`config.mk`:
```
export PLATFORM = sky130hd
export DESIGN_NAME = regfile_scoreboard
export DESIGN_NICKNAME = d
export VERILOG_FILES = /design/src/rtl/regfile_scoreboard.sv
export SDC_FILE = /design/constraint.sdc
export NUM_CORES = 2
export LEC_CHECK = 0
export ABC_AREA = 0
export CORE_MARGIN = 2
export CORE_UTILIZATION = 57
export DETAILED_ROUTE_END_ITERATION = 8
export PLACE_DENSITY = 0.76
export SKIP_CTS_REPAIR_TIMING = 1
export SYNTH_ARGS = -nofsm -noshare
export SYNTH_HDL_FRONTEND = slang
export SYNTH_SLANG_ARGS = --single-unit
```
`constraint.sdc`:
```
create_clock -name clk -period 6.02 [get_ports clk]
set_input_delay 1.204 -clock clk [delete_from_list [all_inputs] [get_ports clk]]
set_output_delay 1.204 -clock clk [all_outputs]
set_load 0.005 [all_outputs]
```
`src/rtl/regfile_scoreboard.sv`:
```
// Register file with per-register busy scoreboard, registered read ports and
// destination reservation. Define REGFILE_BYPASS_EN to forward same-cycle writebacks to reads.
module regfile_scoreboard #(
    parameter int ADDR_W = 5,
    parameter int DATA_W = 64,
    parameter int NUM_RD = 2
) (
    input  logic                       clk,
    input  logic                       rst,
    input  logic [NUM_RD-1:0]          rd_en,
    input  logic [NUM_RD*ADDR_W-1:0]   rd_addr,
    output logic [NUM_RD*DATA_W-1:0]   rd_data,
    output logic [NUM_RD-1:0]          rd_busy,
    input  logic                       wr_en,
    input  logic [ADDR_W-1:0]          wr_addr,
    input  logic [DATA_W-1:0]          wr_data,
    input  logic                       rsv_en,
    input  logic [ADDR_W-1:0]          rsv_addr,
    output logic                       rsv_ok,
    output logic [ADDR_W:0]            busy_cnt
);

    localparam int DEPTH = 1 << ADDR_W;

    logic [DATA_W-1:0]        mem_q [DEPTH];
    logic [DATA_W-1:0]        mem_d [DEPTH];
    logic [DEPTH-1:0]         busy_q, busy_d;
    logic [ADDR_W:0]          busy_cnt_q, busy_cnt_d;
    logic [NUM_RD*DATA_W-1:0] rd_data_q, rd_data_d;
    logic [NUM_RD-1:0]        rd_busy_q, rd_busy_d;
    logic                     wr_fire, rsv_fire;
    logic [ADDR_W-1:0]        ra;

    assign wr_fire  = wr_en && (wr_addr != '0);
    // A busy register may still be granted when the same cycle's writeback releases it.
    assign rsv_ok   = (rsv_addr == '0) || !busy_q[rsv_addr] || (wr_en && (wr_addr == rsv_addr));
    assign rsv_fire = rsv_en && rsv_ok && (rsv_addr != '0);

    always_comb begin
        // NOTE: every comb output gets a default first so no path can infer a latch.
        mem_d = mem_q;
        if (wr_fire) begin
            mem_d[wr_addr] = wr_data;
        end
    end

    // Reservation is applied after the writeback clear so it wins on a same-address collision.
    always_comb begin
        busy_d = busy_q;
        if (wr_en) begin
            busy_d[wr_addr] = 1'b0;
        end
        if (rsv_fire) begin
            busy_d[rsv_addr] = 1'b1;
        end
        busy_d[0] = 1'b0;
    end

    always_comb begin
        busy_cnt_d = '0;
        for (int i = 0; i < DEPTH; i++) begin
            busy_cnt_d = busy_cnt_d + {{ADDR_W{1'b0}}, busy_d[i]};
        end
    end

    always_comb begin
        rd_data_d = rd_data_q;
        rd_busy_d = rd_busy_q;
        ra        = '0;
        for (int p = 0; p < NUM_RD; p++) begin
            ra = rd_addr[p*ADDR_W +: ADDR_W];
            if (rd_en[p]) begin
                if (ra == '0) begin
                    rd_data_d[p*DATA_W +: DATA_W] = '0;
                    rd_busy_d[p]                  = 1'b0;
                end else begin
`ifdef REGFILE_BYPASS_EN
                    rd_data_d[p*DATA_W +: DATA_W] = (wr_fire && (ra == wr_addr)) ? wr_data : mem_q[ra];
                    rd_busy_d[p]                  = busy_d[ra];
`else
                    rd_data_d[p*DATA_W +: DATA_W] = mem_q[ra];
                    rd_busy_d[p]                  = busy_q[ra];
`endif
                end
            end
        end
    end

    always_ff @(posedge clk or negedge rst) begin
        if (!rst) begin
            // NOTE: the register array is reset too, so reads after reset return 0 rather than X.
            for (int i = 0; i < DEPTH; i++) begin
                mem_q[i] <= '0;
            end
            busy_q     <= '0;
            busy_cnt_q <= '0;
            rd_data_q  <= '0;
            rd_busy_q  <= '0;
        end else begin
            // NOTE: non-blocking assignments keep every flop sampling pre-edge values.
            mem_q      <= mem_d;
            busy_q     <= busy_d;
            busy_cnt_q <= busy_cnt_d;
            rd_data_q  <= rd_data_d;
            rd_busy_q  <= rd_busy_d;
        end
    end

    assign rd_data  = rd_data_q;
    assign rd_busy  = rd_busy_q;
    assign busy_cnt = busy_cnt_q;

endmodule

```
==> Yosys cells after proc, flatten, opt, wreduce, memory -nomap -nowiden <==
Cells that the tools add are included.
{ "classes": {"n_eq_ne": 1, "reduce_logical": 15, "n_lt_le_gt_ge": 10, "n_mux": 25, "addsub": 30, "bitwise": 6} }
{ "ops": {"columns": ["operator", "count"], "rows": [
  ["$bwmux 2048", 1],
  ["$bmux 64 s5", 2],
  ["$mux 64", 7],
  ["$demux 64 s5", 1],
  ["$add 6x1->6", 25],
  ["$mux 32", 2],
  ["$and 32x32->32", 1],
  ["$not 32->32", 1],
  ["$or 32x32->32", 1],
  ["$lt 5x6->1 const B", 4],
  ["$ge 6x6->1 const B", 3],
  ["$not 5->6", 3],
  ["$bmux 1 s5", 3],
  ["$logic_not 5->1", 3],
  ["$demux 1 s5", 2],
  ["$ge 5x1->1 const B", 2],
  ["$reduce_bool 5->1", 2],
  ["$logic_and 1x1->1", 7],
  ["$mux 1", 7],
  ["$add 5x1->6", 1],
  ["$lt 6x1->1 const B", 1],
  ["$add 4x1->5", 1],
  ["$eq 5x5->1", 1],
  ["$add 3x1->4", 1],
  ["4 further kinds", 5]
]} }
{ "word_totals": {"out_inout_bits": 137, "in_bits": 90, "elab_cells": 125, "ff_bits": 2215} }

==> Logic depth before layout (Yosys ltp) <==
{ "depth": {"word_depth": 39, "mapped_depth": 25, "ltp_nobuf": 21} }

==> Worst setup path before layout <==
Ideal clock, no wire load.
{ "synth_path": {"path_kind": "input to register", "from": "input rsv_addr[1]", "to": "register busy_cnt_q[4] (netlist: busy_cnt[4])", "cell_stages": 22, "setup_slack_ns": -1.057, "path_buffers": 2, "arrival_time_ns": 6.997, "cell_sequence": "buf_6 mux4_2 nor3b_1 a211oi_2 and4_4 a41o_1 buf_6 a22oi_1 fa_1 fa_1 fa_1 inv_1 fa_1 fa_1 fa_1 inv_1 fa_1 inv_1 fa_1 a21o_1 a21oi_1 xnor2_1"} }
{ "synth_via": {"elab_chain_cells": 38} }
{ "synth_lines": {"columns": ["item", "line", "rtl"], "rows": [
  ["start: declaration", "18", "input logic [ADDR_W-1:0] rsv_addr,"],
  ["branches (longest 7 deep; another with $lt 5x6->1)", null, null],
  ["$mux 32 *", "53", "if (rsv_fire) begin"],
  ["$add 1x1->2", "62", "busy_cnt_d = busy_cnt_d + {{ADDR_W{1'b0}}, busy_d[i]};"],
  ["$add 2x1->3", "62", null],
  ["$add 3x1->4", "62", null],
  ["$add 4x1->5", "62", null],
  ["$add 5x1->6", "62", null],
  ["$add 6x1->6 (24 in a row)", "62", null],
  ["$add 6x1->6 *", "62", null],
  ["named net busy_cnt_d[4]", "28", "logic [ADDR_W:0] busy_cnt_q, busy_cnt_d;"],
  ["end signal: assignment", "103", "busy_cnt_q <= busy_cnt_d;"],
  ["end: declaration", "28", null]
]} }
Mark *: on every way through the listed nets, which the timed path passes. The select of a mux whose other input is x is not followed.
A chain may end at the register's enable or synchronous reset.

==> Worst setup path in the final report <==
{ "layout_path": {"from": "input rsv_addr[1]", "to": "register busy_cnt_q[4] (netlist: busy_cnt[4])"} }
{ "layout_rtl": {"columns": ["item", "line", "rtl"], "rows": [
  ["branches (longest 7 deep; another with $lt 5x6->1)", null, null],
  ["$mux 32 *", "53", null],
  ["named net busy_d[14]", "27", "logic [DEPTH-1:0] busy_q, busy_d;"],
  ["$add 6x1->6 * (18 in a row)", "62", null],
  ["named net busy_cnt_d[4]", "28", null]
]} }
Marks and branches as above.

==> metrics.yaml <==
ant_nets: 0
cp-end-kind: "flip-flop"
ioPinCount: 227
drc: 0
grt_pass1_wl_mm: 550.7
max_freq_ghz: 0.1560
fin_crit_sh_pct: 106.5
synthArstFlopShare_pct: 100.0
crit_arrival_ps: 7230
fill_cells: 14250
antenna_found_initial: 23
firstDrtPassIters: 8
yosys_warnings: 0
setup.worst_path.start: "rsv_addr[1]"
setup_ws_ps: -392.1
dp_hpwl_mm: 207.5
drt_iter0_drc: 9749
setup_viol: 5
port_buffers: 226
ys_seq_area_share_pct: 48.43
synth_edf_count: 0
grt_start_max_net_pins: 178
cts_buffer_depth: 3
worst_slew_pin_slew_ps: 1393
cts_buffers: 224
finalClockSkew_ps: 32.30
rows: 164
hold_viol: 0
h-tree-depth: 4
drv_slew: 0
synth_compound_area_share_pct: 6.092
vias: 79880
ff_latch_area_mm2: 0.05543
final_layout_size_suffix_gt1_share_pct: 38.10
design_area_mm2: 0.1277
place_congestion: 0.8994
clock_sinks: 2215
peakVddDrop_mv: 1.211
die-area_mm2: 0.2044
drt-total-wl_mm: 369.3
r2r_end: "busy_cnt[4]"
cap_violations: 0
place_area_mm2: 0.1197
core_area_mm2: 0.1997
multiInputGateArea_mm2: 0.05528
clkTransAtPathRegs_ps: 70
cp_max_fo: 5
synth_ff_type: "dfrtp_1"
start_util_pct: 57.32
power_leakage_nw: 56.91
timing.rr.start: "busy_q[22]"
postSynthAreaPerCell_um2: 13.24
outcome: "finished with violations"
synth_top_area_share_pct: 48.43
synth_most_common_cell: "dfrtp_1"
rr_worst_depth: 20
synth_top_family_by_area: "multiplexers"
r2r_slack_ps: -330
synth_fa_ha_area_share_pct: 0.4788
wl_per_cell_um: 32.48
start_kind: "primary input"
crit_end: "busy_cnt[4]"
hold_class: "flip-flop to flip-flop"
synthCells: 8642
synth_commonest_cells: "2215 x dfrtp_1, 1548 x mux2_2, 1438 x nand2_1"
die_y_um: 452.1
period_minus_slack_ps: 6412
synth.net_count: 8762
synthSimpleGateAreaFrac_pct: 5.524
slew_headroom_pct: 6.928
rsz0062_at_grt: "true"
grt_pass1_vias: 83610
powerDensity_mw_per_mm2: 360.3
final_nets: 8623
cts_root_buf: "clkbuf_16"
synthTopCellsByArea: "dfrtp_1 48%, mux4_2 18%, mux2_2 15%, nand2_1 4.7%, a22oi_1 2.3%"
synth.distinct_cells: 60
avgViaCountPerCell: 7.025
final_cells: 11370
grtUsageTotal_pct: 36.44
path_class: "primary input to flip-flop"
die_w_um: 452.1
synthesis.area_mm2: 0.1144
dpl.cell_count: 10930
areaGrowthSynthToFinish_pct: 11.55
cts_tree: "built"
overflow: 0
clk_latency_ps: 890
violations: "setup timing"
synth-xor-area-share_pct: 0.05357
ys_ff_latch: 2215
yosysTopAreaCell: "dfrtp_1"
cp.required_ps: 6840
synthMuxAreaShare_pct: 35.66
[area by class of cell]
cell class	count	share of cell area (%)
well taps	2656	2.603
flip-flops and latches	2215	43.42
inverters	100	0.2960
repair buffers	572	4.356
clock inverters	98	0.8605
diodes	17	0.03332
multi-input cells	5390	43.30
clock buffers	323	5.139
[per-stage QoR]
stage | worst slack, ps | hold WS [ps] | setup TNS [ps] | utilization [%] | power [mW]
detailed placement | -1925 | 382.7 | -10620 | 59.98 | 31.27
finish | -392.1 | 397.3 | -1631 | 63.94 | 46.00
floorplan | -795.5 | 441.3 | -3895 | - | 27.43
global route | -588.5 | 405.1 | -2709 | 63.94 | 48.03
global placement | -1858 | 376.6 | -10250 | 59.98 | 30.77
CTS | -982.4 | 399.4 | -4957 | 63.81 | 45.73
[critical path, stage by stage]
cell,delay [ps]
buf_8,110
buf_4,150
buf_4,150
mux2i_1,140
nor3_1,250
o21bai_2,110
and4_4,230
a41o_1,210
buf_4,140
a22o_4,250
fa_1,570
inv_2,50
fa_1,480
fa_1,530
inv_2,40
fa_2,570
fa_1,450
fa_1,490
inv_2,80
fa_2,190
inv_2,40
fa_2,330
a21o_1,200
a21oi_2,140
xnor2_1,130
[kinds of logic (layout without fill, tap and decap cells)]
logic type               Yosys count  in the layout
other                              0             17
multiplexers                    2722           2722
adder cells (fa/ha/maj)           30             30
AND/OR/NAND/NOR                 1624           1624
buffers and inverters           1038           1093
XOR/XNOR                           7              7
flip-flops                      2215           2215
AO/OA/AOI/OAI                   1006           1007
[how the worst min path moves through the flow]
stage                     start          end  slack [ps]  depth (start not counted)
floorplan           mem_q[1988]  mem_q[1988]         440                          1
global placement    mem_q[2029]  mem_q[2029]         380                          0
detailed placement  mem_q[2033]  mem_q[2033]         380                          0
CTS                 mem_q[2045]  mem_q[2045]         400                          0
global route        mem_q[2033]  mem_q[2033]         410                          0
finish              mem_q[2006]  mem_q[2006]         400                          0
[state kept, by name, summed over array words and instances, names as in the netlist]
name / cells
rd_busy: 2
mem_q: 2048
busy_q: 31
rd_data: 128
busy_cnt: 6
[power breakdown]
part | switching, mW | internal [mW]
combinational | 5.11 | 6.48
sequential | 2.09 | 17.8
clock | 6.21 | 8.35
[cells in the final DEF, fill, tap and decap left out, types with 207 or more instances in the layout]
master,n
a21oi_1,255
a22oi_1,350
buf_4,290
clkbuf_16,227
clkdlybuf4s50_1,207
dfrtp_1,2215
mux2_2,1548
mux2i_1,245
mux4_2,929
nand2_1,1414
[metal layers]
layer  wire length (um)  track usage, %  up-vias
li1                   -               -    31710
met1             131700           47.22    41540
met2             169600           55.77     5178
met3              41040           8.887     1443
met4              26840           22.68       10
met5                 60               0        -
No activity file was read; power rests on OpenSTA's default activity.
